**src/rtl/stopwatch_ctrl.sv**
```systemverilog
// Stopwatch mode controller: button press / long-hold detection and the
// IDLE/RUNNING/PAUSED/LAP state machine. Lap handling under `STOPWATCH_CTRL_LAP_EN.
module stopwatch_ctrl #(
    parameter int LONG_PRESS_TICKS = 2000
) (
    input  logic       clk_i,
    input  logic       rst_ni,
    input  logic       tick_i,
    input  logic       btn_start_i,
    input  logic       btn_lap_i,
    input  logic       btn_clear_i,
    output logic       run_o,
    output logic       freeze_o,
    output logic       lap_pulse_o,
    output logic       clear_pulse_o,
    output logic [1:0] state_o
);
    localparam int CW = $clog2(LONG_PRESS_TICKS + 1);
    localparam logic [CW-1:0] HOLD_MAX  = CW'(LONG_PRESS_TICKS);
    localparam logic [CW-1:0] HOLD_LAST = CW'(LONG_PRESS_TICKS - 1);

    typedef enum logic [1:0] {
        IDLE    = 2'b00,
        RUNNING = 2'b01,
        PAUSED  = 2'b10,
        LAP     = 2'b11
    } state_e;

    state_e        state_q, state_d;
    logic          run_q, freeze_q, lap_pulse_q, clear_pulse_q;
    logic          lap_pulse_d, clear_pulse_d;
    logic          start_prev_q, clear_prev_q;
    logic [CW-1:0] hold_q, hold_d;
    logic          start_press, lap_press, long_clear;

    // Previous levels reset to 1 so a button held through reset never reads as a press.
    always_ff @(posedge clk_i or negedge rst_ni) begin
        if (!rst_ni) begin
            start_prev_q <= 1'b1;
            clear_prev_q <= 1'b1;
        end else begin
            start_prev_q <= btn_start_i;
            clear_prev_q <= btn_clear_i;
        end
    end

    assign start_press = btn_start_i & ~start_prev_q;

`ifdef STOPWATCH_CTRL_LAP_EN
    logic lap_prev_q;
    always_ff @(posedge clk_i or negedge rst_ni) begin
        if (!rst_ni) lap_prev_q <= 1'b1;
        else         lap_prev_q <= btn_lap_i;
    end
    assign lap_press = btn_lap_i & ~lap_prev_q;
`else
    logic unused_lap;
    assign unused_lap = btn_lap_i;
    assign lap_press  = 1'b0;
`endif

    // Hold counter saturates, so the reach-max moment happens once per hold.
    always_comb begin
        hold_d = hold_q;
        if (!btn_clear_i)
            hold_d = '0;
        else if (tick_i && hold_q != HOLD_MAX)
            hold_d = hold_q + 1'b1;
    end

    assign long_clear = btn_clear_i & tick_i & (hold_q == HOLD_LAST);

    always_ff @(posedge clk_i or negedge rst_ni) begin
        if (!rst_ni) hold_q <= '0;
        else         hold_q <= hold_d;
    end

    always_comb begin
        state_d       = state_q;
        lap_pulse_d   = 1'b0;
        clear_pulse_d = 1'b0;
        case (state_q)
            IDLE:    if (start_press) state_d = RUNNING;
            RUNNING: begin
                if (start_press) state_d = PAUSED;
                else if (lap_press) begin
                    state_d     = LAP;
                    lap_pulse_d = 1'b1;
                end
            end
            LAP: begin
                if (start_press) state_d = PAUSED;
                else if (lap_press) begin
                    state_d     = RUNNING;
                    lap_pulse_d = 1'b1;
                end
            end
            PAUSED: begin
                if (long_clear) begin
                    state_d       = IDLE;
                    clear_pulse_d = 1'b1;
                end else if (start_press) state_d = RUNNING;
            end
            default: state_d = IDLE;
        endcase
    end

    always_ff @(posedge clk_i or negedge rst_ni) begin
        if (!rst_ni) begin
            state_q       <= IDLE;
            run_q         <= 1'b0;
            freeze_q      <= 1'b0;
            lap_pulse_q   <= 1'b0;
            clear_pulse_q <= 1'b0;
        end else begin
            state_q       <= state_d;
            run_q         <= (state_d == RUNNING) || (state_d == LAP);
            freeze_q      <= (state_d == LAP);
            lap_pulse_q   <= lap_pulse_d;
            clear_pulse_q <= clear_pulse_d;
        end
    end

    assign run_o         = run_q;
    assign clear_pulse_o = clear_pulse_q;
    assign state_o       = state_q;
`ifdef STOPWATCH_CTRL_LAP_EN
    assign freeze_o    = freeze_q;
    assign lap_pulse_o = lap_pulse_q;
`else
    logic unused_lapq;
    assign unused_lapq = freeze_q | lap_pulse_q;
    assign freeze_o    = 1'b0;
    assign lap_pulse_o = 1'b0;
`endif

endmodule
```
**config.mk**
```make
export PLATFORM = sky130hd
export DESIGN_NAME = stopwatch_ctrl
export DESIGN_NICKNAME = d
export VERILOG_FILES = /design/src/rtl/stopwatch_ctrl.sv
export SDC_FILE = /design/constraint.sdc
export NUM_CORES = 1
export LEC_CHECK = 0
export ABC_AREA = 1
export CAP_MARGIN = 25
export CORE_UTILIZATION = 60
export CTS_CLUSTER_SIZE = 10
export DETAILED_ROUTE_END_ITERATION = 8
export DONT_BUFFER_PORTS = 1
export PLACE_DENSITY = 0.73
export SYNTH_ARGS = -nofsm -noshare
export SYNTH_HDL_FRONTEND = slang
export SYNTH_SLANG_ARGS = --single-unit
```
**constraint.sdc**
```tcl
create_clock -name clk_i -period 3.05 [get_ports clk_i]
set_input_delay 0.305 -clock clk_i [delete_from_list [all_inputs] [get_ports clk_i]]
set_output_delay 0.305 -clock clk_i [all_outputs]
set_load 0.02 [all_outputs]
```
# == After elaboration in Yosys (flattened, before gate mapping) ==
# Index checks and enable logic that the tools add are counted.
# totals
ff_bits,16
input_bits,6
output_inout_bits,6
wordCells,30
# classes
add_sub_neg,1
n_eq_ne,8
mux,8
bitwise_logic,4
reduce_logical,4
# op_table
operator,n
2-to-1 mux 11 bit,2
adder 11 x 1 -> 11 bit (second input constant),1
equality test 11 bit (second input constant),1
!= test 11 bit (second input constant),1
equality test 2 bit (second input constant),3
2-to-1 mux 2 bit,3
case mux 2 bit (3 select lines),1
equality test 2 x 1 -> 1 bit (second input constant),2
bitwise AND 1 bit,3
zero test 2 bit,1
2-to-1 mux 1 bit,2
!= test 2 x 1 -> 1 bit (second input constant),1
OR reduction 2 bit,1
logical AND 1 bit,1
logical OR 1 bit,1
NOT 1 bit,1

# == Longest topological paths before layout ==
# logic_depth
depth_word,7
ltp_mapped,10

# == Least setup slack after synthesis ==
# Ideal clock, no wire load.
# synth_timing
path_type,register to register
from,register hold_q[0]
to,register hold_q[3]
setup_time_ns,0.118
arrival_time_ns,1.182
required_time_ns,2.932
path_slack_ns,1.750
path_stages_with_launch,11
period_less_slack_ns,1.300
path_cell_list,dfrtp_1 inv_1 ha_1 nand2_1 nor2_2 nand2_1 nand2_2 nand2_4 clkinv_2 nand2_1 nand2_1
# synth_between
elab_chain_cells,3
elab_cells_between_ends,6
classes_between,add/sub (1); eq/ne (2); mux (2); reduce/logical (1)
# synth_rtl
element,line_no,rtl
from (decl),33,"logic [CW-1:0] hold_q, hold_d;"
from (signal assigned),75,else hold_q <= hold_d;
adder 11 x 1 -> 11 bit / != test 11 bit (equally long branches),"68, 67",
2-to-1 mux 11 bit / logical AND 1 bit (equally long branches),67,else if (tick_i && hold_q != HOLD_MAX)
2-to-1 mux 11 bit / != test 2 x 1 -> 1 bit (equally long branches),--,
# Parallel ways exist; a longest one is shown, timed or not. The select of a mux whose other input is x is not followed.
# A chain may end at the register's enable or synchronous reset.

# == Final worst setup path ==
# layout_timing
from,register hold_q[0]
to,register hold_q[1]
# Same word-level chain as after synthesis.

==> flow_summary_export.csv <==
group,metric,value,unit
final_layout,nNetsFinal,148,
timing,slew_headroom,54.0,%
setup_path,ff2ff_setup_slack,1.39,ns
setup_path,r2r_end,"hold_q[1]",
worst_hold_path,hp-class,"input pin to register",
run,maxCapViolCount,0,
placed_design,dp_slack,1.40,ns
global_routing,grt-ovfl-total,0,
setup_path,startpoint,"hold_q[0]",
timing,rsz0062_at_grt,"false",
yosys,ys_types,21,
clock_tree,clock-root-buffer,"clkbuf_4",
clock_tree,post_cts_resize_count,0,
yosys,syn_inst,136,
floorplanning,dieArea,1750,µm²
timing,setup_viol_count_final,0,
clock_tree,clock_path_buffers,2,
floorplanning,die_h,41.8,µm
power_and_ir_drop,share_comb_of_total_power,9.8,%
timing,hold_viol_final,0,
timing,period_share,54.6,%
clock_tree,clock_sinks,15,
clock_tree,cts_tree,"yes",
placed_design,port_buffers,0,
power_and_ir_drop,pwr-share-seq,59.8,%
floorplanning,fp.dieW,41.8,µm
final_layout,drive_gt1_share,7.19,%
floorplanning,ios,12,
clock_tree,post-cts-setup-buffers,0,
power_and_ir_drop,p_switching,0.000110,W
power_and_ir_drop,power_density,386,nW/µm²
global_routing,grt_first_pass_wirelength,3460,µm
yosys,seq_area_frac_synth,39.7,%
yosys,avgSynthCellArea,6.98,µm²
global_routing,grt_usage,25.8,%
global_routing,grt_pass1_vias,782,
yosys,yosysWarningCount,0,
power_and_ir_drop,pwr-share-clk,30.4,%
placed_design,gp_congestion,0.892,
setup_path,worstRegToRegCells,7,
power_and_ir_drop,p_leak,0.518,nW
clock_tree,clk_latency,0.29,ns
detailed_routing,finalWirelength,1910,µm
final_layout,syn2layout_area_growth,4.08,%
floorplanning,start_util,68.7,%
detailed_routing,drt_first_iter_violations,17,
timing,maxSlewViolCount,0,
timing,tns,0,ns
detailed_routing,routedWlPerCell,12.4,µm
floorplanning,num_rows,13,
timing,fmax,601,MHz
timing,worst_pin_slew,0.688,ns
final_layout,nFillCells,125,
clock_tree,cts_buffers,3,
setup_path,r2r_start,"hold_q[0]",
detailed_routing,drtAntennaViolNets,0,
final_layout,diodes,0,
setup_path,critical_path_class,"register to register",
setup_path,cp_max_fo,9,
final_layout,mostFrequentLayoutCells,"46 x nand2_1, 19 x inv_1, 14 x dfrtp_1",
detailed_routing,first_pass_iters,4,
clock_tree,clkTransAtPathRegs,0.09,ns
power_and_ir_drop,intPower,0.000271,W
setup_path,cp-end-kind,"register",
global_routing,grt_max_degree,16,
final_layout,layout_commonest_cell,"nand2_1",
timing,timing.final.ws_setup,1.39,ns
detailed_routing,num_vias,843,
power_and_ir_drop,switching_share,28.9,%
placed_design,placed_area,942,µm²
yosys,ys_ff_latch,15,
power_and_ir_drop,max-vdd-ir-drop,0.263,mV
global_routing,antenna_found_initial,0,
timing,finClkSkew,0.00540,ns
detailed_routing,routed_via_density,5.47,
setup_path,cp.required,3.27,ns
power_and_ir_drop,power.total,0.000381,W
setup_path,worstPathArrival,1.88,ns
detailed_routing,drc,0,
timing,period_needed,1.66,ns
setup_path,worst_setup_path_endpoint,"hold_q[1]",
setup_path,start_kind,"register",
clock_tree,htreeDepth,1,
floorplanning,core,1380,µm²
placed_design,hpwl,1420,µm
yosys,synth_area,950,µm²
final_layout,post-route-cell-area,988,µm²
status,status,"completed",
[cells in the mapped netlist]
library cell / instances / area share [%]
clkinv_2: 1 / 0.53
conb_1: 1 / 0.39
nor2_2: 2 / 1.3
o21bai_1: 3 / 2.4
a21oi_2: 1 / 0.92
inv_1: 19 / 7.5
buf_4: 3 / 2.4
nand2_1: 46 / 18
nand2_4: 1 / 1.2
nand4_1: 11 / 7.2
dfrtp_1: 14 / 37
ha_1: 2 / 2.6
nand3_1: 11 / 5.8
dfstp_2: 1 / 2.8
a22oi_1: 1 / 0.79
o21ai_1: 2 / 1.1
clkbuf_4: 1 / 0.79
nor3_1: 1 / 0.53
nor2_1: 13 / 5.1
nand2_2: 1 / 0.66
xnor2_1: 1 / 0.92
[power by group through the flow]
stage | Combinational [W] | Sequential, W | Clock, W
after floorplan | 0.0000375 | 0.000226 | 0
after global placement | 0.0000299 | 0.000232 | 0
after detailed placement | 0.0000318 | 0.000232 | 0
after CTS | 0.0000367 | 0.000228 | 0.000116
after global routing | 0.0000428 | 0.000229 | 0.000123
final | 0.0000374 | 0.000228 | 0.000116
[worst max-delay path, cell delays in order, from the launching register on]
cell and delay [ns]:
dfrtp_1 0.50, inv_1 0.11, ha_1 0.21, nand2_1 0.09, nor2_2 0.05, a21oi_2 0.36
nand3_1 0.15, o21ai_1 0.12
[sequential cells by signal (all words and copies together) (netlist names)]
name           flops
hold_q            11
run_o              1
clear_pulse_o      1
state_o            1
start_prev_q       1
[area by class of cell]
cell class / instances / area [µm²] / area share, %
Tap cell: 15 / 18.8 / 1.90
Timing Repair Buffer: 2 / 20.0 / 2.03
Inverter: 20 / 76.3 / 7.72
Multi-Input combinational cell: 98 / 470 / 47.6
Clock buffer: 4 / 26.3 / 2.66
Sequential cell: 15 / 377 / 38.1
[cell families (layout without fill, tap and decap cells)]
logic type / count (synthesis) / in the layout / share of synthesized area [%]
AOI/OAI and AO/OA: 7 / 7 / 5.14
other: 1 / 2 / 0.395
adders and majority gates: 2 / 2 / 2.63
buffers and inverters: 24 / 26 / 11.2
xor gates and xnor gates: 1 / 1 / 0.922
and+or+nand+nor: 86 / 86 / 40.1
DFF: 15 / 15 / 39.7
[timing repair]
action | 4_1_cts | 5_1_grt
hold buffers | 1 | 1
endpoints found under the setup margin | 0 | 0
endpoints found under the hold margin | 15 | 1
[per-stage QoR]
stage	utilization, %	std cells	hold slack, ns
6_report	71.5	154	0.151
5_1_grt	71.5	154	0.154
4_1_cts	70.8	153	0.00714
3_5_place_dp	68.1	148	0.00970
3_3_place_gp	68.1	148	0.00968
2_1_floorplan	-	137	0.00941
[how the worst min path moves through the flow]
stage,end,cells after the start,startpoint
2_1_floorplan,clear_pulse_o,0,rst_ni
3_3_place_gp,hold_q[0],0,rst_ni
3_5_place_dp,hold_q[1],0,rst_ni
4_1_cts,start_prev_q,0,btn_start_i
5_1_grt,hold_q[3],2,btn_clear_i
6_report,hold_q[3],2,btn_clear_i
[metal layers]
metal  vias to the layer above  routed length [µm]  track usage [%]
met3                         5                  80             5.65
met2                        20                 915             39.4
met5                         -                   0                0
met1                       388                 879             35.1
met4                         0                  35             11.0
li1                        430                   -                -
Note: power is estimated with default switching activity, not from simulation.
